**src/rtl/uart_frame_parser.sv**
```systemverilog
// Assembles 5-byte draw frames (HEADER, X, Y, CHAR, SUM) from the UART receiver and
// offers checked requests on a one-deep valid/ready buffer. Optional status echo: PARSER_ECHO_EN.
module uart_frame_parser #(
  parameter logic [7:0]  HEADER      = 8'hA5,
  parameter int unsigned TIMEOUT_CYC = 50000,
  parameter logic [7:0]  X_MAX       = 8'd159,
  parameter logic [7:0]  Y_MAX       = 8'd79
) (
  input  logic       clk,
  input  logic       rst,
  input  logic [7:0] rx_data,
  input  logic       rx_valid,
  output logic       out_valid,
  input  logic       out_ready,
  output logic [7:0] out_x,
  output logic [7:0] out_y,
  output logic [7:0] out_char,
  output logic       busy,
  output logic [7:0] err_cnt
`ifdef PARSER_ECHO_EN
  ,
  output logic [7:0] tx_data,
  output logic       tx_start,
  input  logic       tx_busy
`endif
);

  localparam int unsigned CntW = (TIMEOUT_CYC > 2) ? $clog2(TIMEOUT_CYC) : 1;
  localparam logic [CntW-1:0] CntLast = CntW'(TIMEOUT_CYC - 1);

  typedef enum logic [2:0] {StIdle, StGetX, StGetY, StGetCh, StGetSum} state_e;

  state_e          state_q, state_d;
  logic [CntW-1:0] cnt_q, cnt_d;
  logic [7:0]      x_q, x_d, y_q, y_d, ch_q, ch_d;
  logic            ov_q, ov_d;
  logic [7:0]      ox_q, ox_d, oy_q, oy_d, och_q, och_d;
  logic [7:0]      err_q, err_d;
  logic            drain, timeout, resolve, frame_ok, load;

  always_comb begin
    state_d  = state_q;
    cnt_d    = cnt_q;
    x_d      = x_q;
    y_d      = y_q;
    ch_d     = ch_q;
    ov_d     = ov_q;
    ox_d     = ox_q;
    oy_d     = oy_q;
    och_d    = och_q;
    err_d    = err_q;
    resolve  = 1'b0;
    frame_ok = 1'b0;

    drain   = ov_q & out_ready;
    timeout = (state_q != StIdle) && !rx_valid && (cnt_q == CntLast);

    if (state_q == StIdle || rx_valid || timeout) begin
      cnt_d = '0;
    end else begin
      cnt_d = cnt_q + 1'b1;
    end

    unique case (state_q)
      StIdle:   if (rx_valid && rx_data == HEADER) state_d = StGetX;
      StGetX:   if (rx_valid) begin x_d = rx_data; state_d = StGetY; end
      StGetY:   if (rx_valid) begin y_d = rx_data; state_d = StGetCh; end
      StGetCh:  if (rx_valid) begin ch_d = rx_data; state_d = StGetSum; end
      StGetSum: begin
        if (rx_valid) begin
          state_d  = StIdle;
          resolve  = 1'b1;
          frame_ok = (rx_data == (x_q ^ y_q ^ ch_q)) && (x_q <= X_MAX) && (y_q <= Y_MAX);
        end
      end
      default:  state_d = StIdle;
    endcase

    if (timeout) begin
      state_d = StIdle;
      resolve = 1'b1;
    end

    // A slot frees up in the same cycle it drains, so back-to-back requests never stall.
    load = resolve && frame_ok && (!ov_q || drain);
    if (load) begin
      ov_d  = 1'b1;
      ox_d  = x_q;
      oy_d  = y_q;
      och_d = ch_q;
    end else if (drain) begin
      ov_d = 1'b0;
    end

    if (resolve && !load && err_q != 8'hFF) begin
      err_d = err_q + 8'd1;
    end
  end

  always_ff @(posedge clk) begin
    if (rst) begin
      state_q <= StIdle;
      cnt_q   <= '0;
      x_q     <= '0;
      y_q     <= '0;
      ch_q    <= '0;
      ov_q    <= 1'b0;
      ox_q    <= '0;
      oy_q    <= '0;
      och_q   <= '0;
      err_q   <= '0;
    end else begin
      state_q <= state_d;
      cnt_q   <= cnt_d;
      x_q     <= x_d;
      y_q     <= y_d;
      ch_q    <= ch_d;
      ov_q    <= ov_d;
      ox_q    <= ox_d;
      oy_q    <= oy_d;
      och_q   <= och_d;
      err_q   <= err_d;
    end
  end

  assign out_valid = ov_q;
  assign out_x     = ox_q;
  assign out_y     = oy_q;
  assign out_char  = och_q;
  assign busy      = (state_q != StIdle);
  assign err_cnt   = err_q;

`ifdef PARSER_ECHO_EN
  logic       tx_pend_q, tx_pend_d;
  logic [7:0] tx_data_q, tx_data_d;

  always_comb begin
    tx_pend_d = tx_pend_q;
    tx_data_d = tx_data_q;
    // A fresh status replaces any byte the transmitter has not taken yet.
    if (resolve) begin
      tx_pend_d = 1'b1;
      tx_data_d = load ? 8'h06 : 8'h15;
    end else if (tx_start) begin
      tx_pend_d = 1'b0;
    end
  end

  always_ff @(posedge clk) begin
    if (rst) begin
      tx_pend_q <= 1'b0;
      tx_data_q <= '0;
    end else begin
      tx_pend_q <= tx_pend_d;
      tx_data_q <= tx_data_d;
    end
  end

  assign tx_start = tx_pend_q & ~tx_busy;
  assign tx_data  = tx_data_q;
`endif

endmodule
```
**config.mk**
```make
export PLATFORM = sky130hd
export DESIGN_NAME = uart_frame_parser
export DESIGN_NICKNAME = d
export VERILOG_FILES = /design/src/rtl/uart_frame_parser.sv
export SDC_FILE = /design/constraint.sdc
export NUM_CORES = 1
export LEC_CHECK = 0
export ABC_AREA = 1
export CAP_MARGIN = 20
export CORE_ASPECT_RATIO = 0.8
export CORE_MARGIN = 4
export CORE_UTILIZATION = 31
export CTS_BUF_LIST = sky130_fd_sc_hd__clkbuf_4 sky130_fd_sc_hd__clkbuf_8 sky130_fd_sc_hd__clkbuf_16
export CTS_CLUSTER_DIAMETER = 60
export DETAILED_ROUTE_END_ITERATION = 16
export MAX_ROUTING_LAYER = met4
export PLACE_DENSITY = 0.58
export SYNTH_ARGS = -nofsm -noshare
export SYNTH_HDL_FRONTEND = slang
export SYNTH_SLANG_ARGS = --single-unit
export TNS_END_PERCENT = 50
```
**constraint.sdc**
```tcl
create_clock -name clk -period 4.77 [get_ports clk]
set_clock_uncertainty 0.15 [all_clocks]
set_input_delay 0.477 -clock clk [delete_from_list [all_inputs] [get_ports clk]]
set_output_delay 0.477 -clock clk [all_outputs]
set_load 0.03 [all_outputs]
```
==> impl_metrics.tcl, run 1 <==
set metrics [dict create \
    die_h_um 104 \
    ff2ff_setup_slack_ns 2.30 \
    insertion_delay_ns 0.33 \
    drive_gt1_share_pct 9.78 \
    wire_per_inst_um 12.5 \
    num_vias 3035 \
    overflow 0 \
    core_area_um2 11000 \
    cp.required_ns 4.88 \
    routed_wl_mm 8.21 \
    period_share_pct 57.5 \
    place_ws_ns 1.66 \
    synth-compound-area-share_pct 15.5 \
    cts_buffers 9 \
    drtPass1Iterations 4 \
    synth_top_area_cell "dfxtp_1" \
    num_rows 34 \
    vias_per_cell 4.63 \
    ys_types 31 \
    r2r-start "y_q[6]$_SDFFE_PP0P_" \
    stdcell_area_um2 4390 \
    r2r_cells 12 \
    drtAntennaViolNets 0 \
    max-cap-violations 0 \
    clock_path_buffers 2 \
    cts-root-buf "clkbuf_16" \
    path_max_fanout 33 \
    status "completed" \
    synthMuxAreaShare_pct 0 \
    finalSetupViolCount 0 \
    slew_headroom_pct 39.5 \
    slew_violations 0 \
    tritoncts "built" \
    start_kind "primary input" \
    ir_drop_v 0.000208 \
    grt_usage_pct 13.4 \
    synth_top_area_share_pct 43.0 \
    final.setup.tns_ns 0 \
    p_per_area_nw_per_um2 319 \
    hold_viol 0 \
    worstSetupPathType "in -> reg" \
    worst_setup_path_end_kind "flip-flop" \
    initial_core_util_pct 32.1 \
    dpl_cell_area_um2 4090 \
    fin_ws_ns 2.03 \
    rsz0062_at_grt "false" \
    clkTransAtPathRegs_ns 0.05 \
    postCtsSetupRepairBufs 0 \
    fp.dieW_um 127 \
    drc 0 \
    fin_util_pct 39.8 \
    regArea_um2 1520 \
    fmax_ghz 0.365 \
    multi_input_area_um2 1750 \
    worst_slew_pin_slew_ns 0.903 \
    hold_depth 1 \
    r2r_end "err_cnt[7]$_SDFFE_PP0P_" \
    drtIter0Drc 213 \
    place_inst 639 \
    synthCells 465 \
    antenna_found_initial 0 \
    synth_xor_area_share_pct 5.95 \
    syn_nets 479 \
    yosysSeqAreaShare_pct 43.0 \
    worstPathArrival_ns 2.86 \
    synth_fa_ha_area_share_pct 0.708 \
    grt_pass1_vias 2891 \
    ys_ff_latch 76 \
    synth_area_per_cell_um2 7.60 \
    min-delay-start "cnt_q[0]$_SDFF_PP0_" \
    layout_min_cycle_time_ns 2.74 \
    portBuffers 45 \
    place.detailed.hpwl_mm 5.89 \
    fin_cells 655 \
    grt_max_degree 35 \
    n_antenna_cell 0 \
    min-delay-path-class "reg -> reg" \
    cts_hold_buf 0 \
    p_leak_nw 1.71 \
    ys_warn_count 0 \
    gp_congestion 0.800 \
    critPathLaunch "rst" \
    pin_count 46 \
    fillCellCount 1135 \
    synth-simple-area-share_pct 27.4 \
    synth_top_family_by_area "simple AND/OR/NAND/NOR gates" \
    syn_to_final_growth_pct 24.1 \
    grt_pass1_wl_mm 13.9 \
    clock_sinks 76 \
    nets 520 \
    dieArea_um2 13200 \
    h-tree-depth 3 \
    syn_area_um2 3530 \
    holdPathEnd "cnt_q[0]$_SDFF_PP0_" \
    cts_resized 0 \
    synthTopCellsByArea "dfxtp_1, a21oi_1, nand2_1" \
]
## worst max-delay path, cell delays in order
cell and delay (ns):
clkdlybuf4s50_1 0.40, buf_4 0.28, inv_1 0.58, nand3_1 0.65
o21bai_1 0.35, a21oi_1 0.10
## cell families (layout without fill, tap and decap cells)
logic type	count (synthesis)	count (layout)
AO/OA/AOI/OAI	104	104
XOR/XNOR	24	24
adder cells (fa/ha/maj)	2	2
buffers and inverters	64	110
flip-flops	76	76
AND/OR/NAND/NOR	195	195
## synthesized netlist by cell type
| cell type | n |
|---|---|
| buf_4 | 2 |
| nand2_4 | 1 |
| clkinv_1 | 3 |
| nor3_1 | 9 |
| nand2_2 | 1 |
| nand3_1 | 23 |
| xor2_1 | 12 |
| a21oi_1 | 69 |
| dfxtp_1 | 76 |
| xnor2_1 | 12 |
| clkbuf_1 | 8 |
| nor2_2 | 1 |
| buf_6 | 1 |
| nand2_1 | 68 |
| inv_1 | 41 |
| o21bai_1 | 2 |
| nor2_4 | 3 |
| nor3_2 | 21 |
| ha_1 | 2 |
| nor2_1 | 58 |
| o21a_1 | 2 |
| or3_1 | 1 |
| inv_2 | 4 |
| nand3_2 | 1 |
| nor3b_1 | 2 |
| a22oi_4 | 1 |
| nand4_1 | 5 |
| o21ai_0 | 29 |
| o21ai_1 | 1 |
| nor4_1 | 1 |
| buf_2 | 5 |
## where the power goes
part	internal [mW]	total [mW]	leakage, nW	switching, mW
Clock	0.412	0.662	0.150	0.250
Combinational	0.0309	0.0848	0.950	0.0538
Sequential	0.643	0.654	0.612	0.0105
## through the flow
stage | total power, mW | hold slack, ns
after CTS | 1.42 | 0.307
after global placement | 0.751 | 0.282
after global routing | 1.46 | 0.340
after floorplan | 0.722 | 0.268
after detailed placement | 0.753 | 0.291
final | 1.40 | 0.302
## layout make-up
cell class                 instances  area share (%)
multi-input combinational        325            39.9
sequential                        76            34.7
timing repair buffer              46            10.4
clock buffer                      15            6.59
inverter                          48            4.11
tap                              144            4.11
clock inverter                     1           0.114
## worst max path at each step
| stage | to | slack, ns |
|---|---|---|
| final | cnt_q[10]$_SDFF_PP0_ | 2.03 |
| after floorplan | err_cnt[6]$_SDFFE_PP0P_ | 3.00 |
| after global placement | err_cnt[6]$_SDFFE_PP0P_ | 1.74 |
| after CTS | cnt_q[10]$_SDFF_PP0_ | 2.00 |
| after detailed placement | cnt_q[10]$_SDFF_PP0_ | 1.66 |
| after global routing | err_cnt[4]$_SDFFE_PP0P_ | 1.72 |
## sequential cells by signal, summed over array words and instances (netlist names)
| register | flops |
|---|---|
| y_q | 8 |
| out_char | 8 |
| out_x | 8 |
| x_q | 8 |
| state_q | 3 |
| err_cnt | 8 |
| cnt_q | 16 |
| ch_q | 8 |
| out_y | 8 |
| out_valid | 1 |
## metal layers
metal	wire [um]	up-vias	GRT usage, %
met1	4260	1366	18.2
met3	410	4	4.89
li1	-	1611	-
met2	3460	54	18.7
met5	0	-	-
met4	83	0	3.68
## cell usage in the layout, fill, tap and decap left out, types with 3 or more instances in the layout
cell type and instances:
xor2_1 12, nand3_1 23, nor2_1 58, nor2_4 3, nand4_1 5, xnor2_1 12
nand2_1 68, clkbuf_4 3, clkbuf_8 3, inv_2 4, clkinv_1 3, inv_1 41
nor3_2 21, o21ai_0 29, clkbuf_16 9, a21oi_1 69, clkdlybuf4s50_1 45, nor3_1 9
dfxtp_1 76
No activity file was read; power rests on OpenSTA's default activity.
==> run 2: changes to the inputs <==
--- a/config.mk
+++ b/config.mk
@@ -14,7 +14,7 @@
 export CTS_CLUSTER_DIAMETER = 60
 export DETAILED_ROUTE_END_ITERATION = 16
 export MAX_ROUTING_LAYER = met4
-export PLACE_DENSITY = 0.58
+export PLACE_DENSITY = 0.6
 export SYNTH_ARGS = -nofsm -noshare
 export SYNTH_HDL_FRONTEND = slang
 export SYNTH_SLANG_ARGS = --single-unit
==> constraint.sdc (replaced) <==
create_clock -name clk -period 2.5 [get_ports clk]
set_clock_uncertainty 0.15 [all_clocks]
set_input_delay 0.25 -clock clk [delete_from_list [all_inputs] [get_ports clk]]
set_output_delay 0.25 -clock clk [all_outputs]
set_load 0.03 [all_outputs]
==> run 2 against run 1 <==
Effect of this change:
- combinational power grew 95%
- count of clock-buffer cells in the layout shrank 2
- critical endpoint is now busy
- global-route usage shrank 0.25 points
- highest routed layer unchanged
==> impl_metrics.tcl, run 2 (synthesized netlist as in run 1, its figures left out) <==
set metrics [dict create \
    status "completed" \
    min-delay-path-class "reg -> reg" \
    gp_congestion 0.842 \
    cp.required_ns 2.10 \
    cts_resized 0 \
    slew_violations 0 \
    slew_headroom_pct 58.9 \
    rsz0062_at_grt "false" \
    nets 524 \
    h-tree-depth 3 \
    drtAntennaViolNets 0 \
    worst_setup_path_end_kind "output pin" \
    cts-root-buf "clkbuf_16" \
    critical-path-slowest-cell "clkdlybuf4s50_1" \
    grt_usage_pct 13.2 \
    clkTransAtPathRegs_ns 0.06 \
    p_leak_nw 1.75 \
    routed_wl_mm 8.18 \
    final_cell_mix "dfxtp_1, a21oi_1, nand2_1" \
    max-cap-violations 0 \
    portBuffers 45 \
    drtIter0Drc 209 \
    final.setup.tns_ns 0 \
    worstSetupPathType "reg -> out" \
    tritoncts "built" \
    worst_slew_pin_slew_ns 0.615 \
    insertion_delay_ns 0.32 \
    initial_core_util_pct 32.1 \
    start_kind "flip-flop" \
    p_seq_share_pct 43.6 \
    antenna_found_initial 0 \
    hold_viol 0 \
    drc 0 \
    grt_pass1_vias 2963 \
    num_vias 3080 \
    path_max_fanout 5 \
    ir_drop_v 0.000369 \
    fmax_ghz 0.484 \
    pin_count 46 \
    postCtsSetupRepairBufs 0 \
    period_share_pct 82.7 \
    power_switching_uw 603 \
    clock_sinks 76 \
    fp.dieW_um 127 \
    hold_ws_ns 0.300 \
    crit_buf_inv 3 \
    worstPathArrival_ns 1.67 \
    largest-register "cnt_q" \
    ff2ff_setup_slack_ns 0.50 \
    num_rows 34 \
    combPwrFrac_pct 5.8 \
    n_antenna_cell 0 \
    clock_path_buffers 2 \
    place.detailed.hpwl_mm 5.99 \
    p_clk_share_pct 50.6 \
    largest_register_ffs 16 \
    syn_to_final_growth_pct 26.3 \
    core_area_um2 11000 \
    crit_chain "nor2_4, inv_2, nor2_1, inv_1, clkdlybuf4s50_1" \
    final_common_cell "dfxtp_1" \
    cts_hold_buf 0 \
    drive_gt1_share_pct 10.5 \
    dieArea_um2 13200 \
    switching_share_pct 21.1 \
    overflow 0 \
    grt_pass1_wl_mm 14.0 \
    cp_top_family "buffers and inverters" \
    die_h_um 104 \
    finalSetupViolCount 0 \
    layout_min_cycle_time_ns 2.07 \
    wire_per_inst_um 12.4 \
    cell_internal_pwr_mw 2.25 \
    max_stage_delay_ns 0.67 \
    grt_max_degree 35 \
    p_per_area_nw_per_um2 640 \
    vias_per_cell 4.67 \
    drtPass1Iterations 4 \
    cts_buffers 9 \
]
[run 2: cell types whose count changed in the layout (fill, tap and decap cells not counted)]
cell,change
clkinv_2,-1
buf_4,+4
bufinv_16,+2
clkinvlp_4,+1
clkbuf_4,-2
[run 2: layout make-up]
class,count,area [um^2]
multi-input combinational,325,1750
clock buffer,13,274
fill,1106,6560
inverter,48,180
timing repair buffer,50,488
clock inverter,3,67.6
tap,144,180
sequential,76,1520
[run 2: final timing paths]
| check | end | startpoint | cells after the start |
|---|---|---|---|
| min | cnt_q[0]$_SDFF_PP0_ | cnt_q[0]$_SDFF_PP0_ | 1 |
| max | busy | state_q[0]$_SDFFE_PP0P_ | 5 |
| max reg2reg | err_cnt[7]$_SDFFE_PP0P_ | cnt_q[0]$_SDFF_PP0_ | 10 |
| min reg2reg | cnt_q[0]$_SDFF_PP0_ | cnt_q[0]$_SDFF_PP0_ | 1 |
[run 2: layer usage]
metal	GRT usage (%)	wire length [um]
met5	-	0
met4	3.91	116
met3	3.81	466
met2	18.8	3460
met1	18.0	4130
[run 2: power by group through the flow]
stage | clock network, mW | logic [mW] | registers, mW
after floorplan | 0 | 0.111 | 1.27
final | 1.45 | 0.165 | 1.25
after detailed placement | 0 | 0.165 | 1.27
after global routing | 1.52 | 0.185 | 1.25
after global placement | 0 | 0.162 | 1.27
after CTS | 1.47 | 0.166 | 1.25
[run 2: through the flow]
stage	util, %	instance area, um^2	worst slack [ns]	std cells	power [mW]
floorplan	-	3530	0.727	465	1.38
global placement	37.4	4120	0.231	643	1.43
detailed placement	37.4	4120	0.167	643	1.44
CTS	40.5	4460	0.410	659	2.88
global route	40.5	4460	0.304	659	2.95
finish	40.5	4460	0.433	659	2.86
[run 2: worst register-to-register path, stage by stage (launching register included)]
cell     delay (ns)
dfxtp_1        0.35
ha_1           0.17
nand2_1        0.06
inv_2          0.07
nand2_1        0.09
nor2_1         0.18
nand3_1        0.17
a22oi_4        0.29
nand2_2        0.18
nand2_1        0.10
a21oi_1        0.06
==> run 3: changes to the inputs <==
==> constraint.sdc (replaced) <==
create_clock -name clk -period 1.79 [get_ports clk]
set_clock_uncertainty 0.15 [all_clocks]
set_input_delay 0.179 -clock clk [delete_from_list [all_inputs] [get_ports clk]]
set_output_delay 0.179 -clock clk [all_outputs]
set_load 0.03 [all_outputs]
==> run 3 against run 2 <==
Effect of this change:
- count of clock-buffer cells in the layout is 3 lower
- sequential cell count stayed put
- first-iteration DRC count is 25% lower
- via count is 9.6% higher
- combinational power is 82% higher
- hold slack worse by 0.23 ns
- sequential power is 39% higher
- critical endpoint is now err_cnt[0]$_SDFFE_PP0P_
- largest cell class unchanged
==> impl_metrics.tcl, run 3 (synthesized netlist as in run 1, its figures left out) <==
set metrics [dict create \
    num_vias 3376 \
    insertion_delay_ns 0.34 \
    clkTransAtPathRegs_ns 0.06 \
    syn_to_final_growth_pct 48.7 \
    drc 0 \
    core_area_um2 11000 \
    rsz0062_at_grt "true" \
    h-tree-depth 3 \
    nets 578 \
    pin_count 46 \
    routed_wl_mm 9.75 \
    drive_gt1_share_pct 34.4 \
    status "completed" \
    tritoncts "built" \
    wire_per_inst_um 13.6 \
    place_inst 677 \
    cts-root-buf "clkbuf_16" \
    period_share_pct 98.4 \
    grt_pass1_wl_mm 15.2 \
    final_common_cell "a21oi_1" \
    largest_register_ffs 16 \
    num_rows 34 \
    hold_viol 0 \
    drtAntennaViolNets 0 \
    dieArea_um2 13200 \
    r2r_cells 11 \
    largest-register "cnt_q" \
    worstSetupPathType "reg -> reg" \
    hold_depth 3 \
    worst_slew_pin_slew_ns 0.494 \
    p_leak_nw 2.20 \
    fmax_ghz 0.568 \
    start_kind "flip-flop" \
    grt_pass1_vias 3177 \
    p_per_area_nw_per_um2 760 \
    antenna_found_initial 2 \
    portBuffers 45 \
    max-cap-violations 0 \
    final.setup.tns_ns 0 \
    slew_violations 0 \
    die_h_um 104 \
    gp_congestion 0.821 \
    drtPass1Iterations 4 \
    cp.required_ns 1.84 \
    final_cell_mix "a21oi_1, dfxtp_1, nand2_1" \
    vias_per_cell 4.72 \
    layout_min_cycle_time_ns 1.76 \
    min-delay-path-class "in -> reg" \
    hold_ws_ns 0.0742 \
    fp.dieW_um 127 \
    cts_buffers 9 \
    fin_cells 715 \
    grt_max_degree 33 \
    path_max_fanout 8 \
    worstPathArrival_ns 1.81 \
    clock_sinks 76 \
    overflow 0 \
    initial_core_util_pct 32.1 \
    finalSetupViolCount 0 \
    slew_headroom_pct 67.1 \
    drtIter0Drc 157 \
    ir_drop_v 0.000460 \
    clock_path_buffers 2 \
    place.detailed.hpwl_mm 6.30 \
    grt_usage_pct 14.6 \
    worst_setup_path_end_kind "flip-flop" \
]
run 3: area by class of cell:
| type | instances | area, um^2 |
|---|---|---|
| fillers | 1030 | 5760 |
| multi-input cells | 329 | 2060 |
| flip-flops and latches | 76 | 1560 |
| repair buffers | 100 | 952 |
| clock buffers | 10 | 233 |
| inverters | 48 | 180 |
| well taps | 144 | 180 |
| clock inverters | 6 | 86.3 |
| diodes | 2 | 5.00 |
run 3: layer usage:
layer  global-route usage, %  vias up  wire, um
met5                       -        -         0
met4                    7.43        0       199
met3                    2.62       16       423
met2                    20.2       69      4300
met1                    20.2     1544      4830
li1                        -     1747         -
run 3: path summary, 6_finish.rpt:
kind                            slack (ns)           startpoint                 endpoint
worst min-delay path                  0.07           rx_data[1]     ch_q[1]$_SDFFE_PP0P_
worst max-delay path                  0.03  cnt_q[0]$_SDFF_PP0_  err_cnt[0]$_SDFFE_PP0P_
worst min register to register        0.30  cnt_q[0]$_SDFF_PP0_      cnt_q[0]$_SDFF_PP0_
worst max register to register        0.03  cnt_q[0]$_SDFF_PP0_  err_cnt[0]$_SDFFE_PP0P_
run 3: through the flow:
stage,instance area (um^2),util (%),worst slack [ns],total power [mW]
after floorplan,3530,-,0.0167,1.92
after global placement,4380,39.7,-0.386,2.03
after detailed placement,4380,39.7,-0.439,2.04
after CTS,4830,43.8,0.000586,4.01
after global routing,5260,47.7,-0.0801,4.14
final,5260,47.7,0.0289,4.00
run 3: where the power goes:
part           total (mW)  internal [mW]  switching, mW
clock network        1.96           1.24          0.723
registers            1.74           1.71         0.0293
logic               0.301          0.124          0.177
run 3: repair_timing:
| action | in CTS | in global routing |
|---|---|---|
| hold buffers | 0 | 0 |
| endpoints found under the setup margin | 37 | 47 |
| pin swaps | 7 | 20 |
| setup buffers | 6 | 10 |
| resized for setup | 25 | 101 |
| gates cloned | 2 | 3 |
run 3: critical path, stage by stage (launching register included):
cell and delay (ns):
dfxtp_4 0.37, ha_4 0.13, nand2_1 0.05, inv_2 0.08, nand2_4 0.06, nor2_4 0.09, nand3_2 0.11, a22oi_4 0.24
buf_12 0.15, nand2_8 0.07, nand2_2 0.08, a21oi_2 0.05
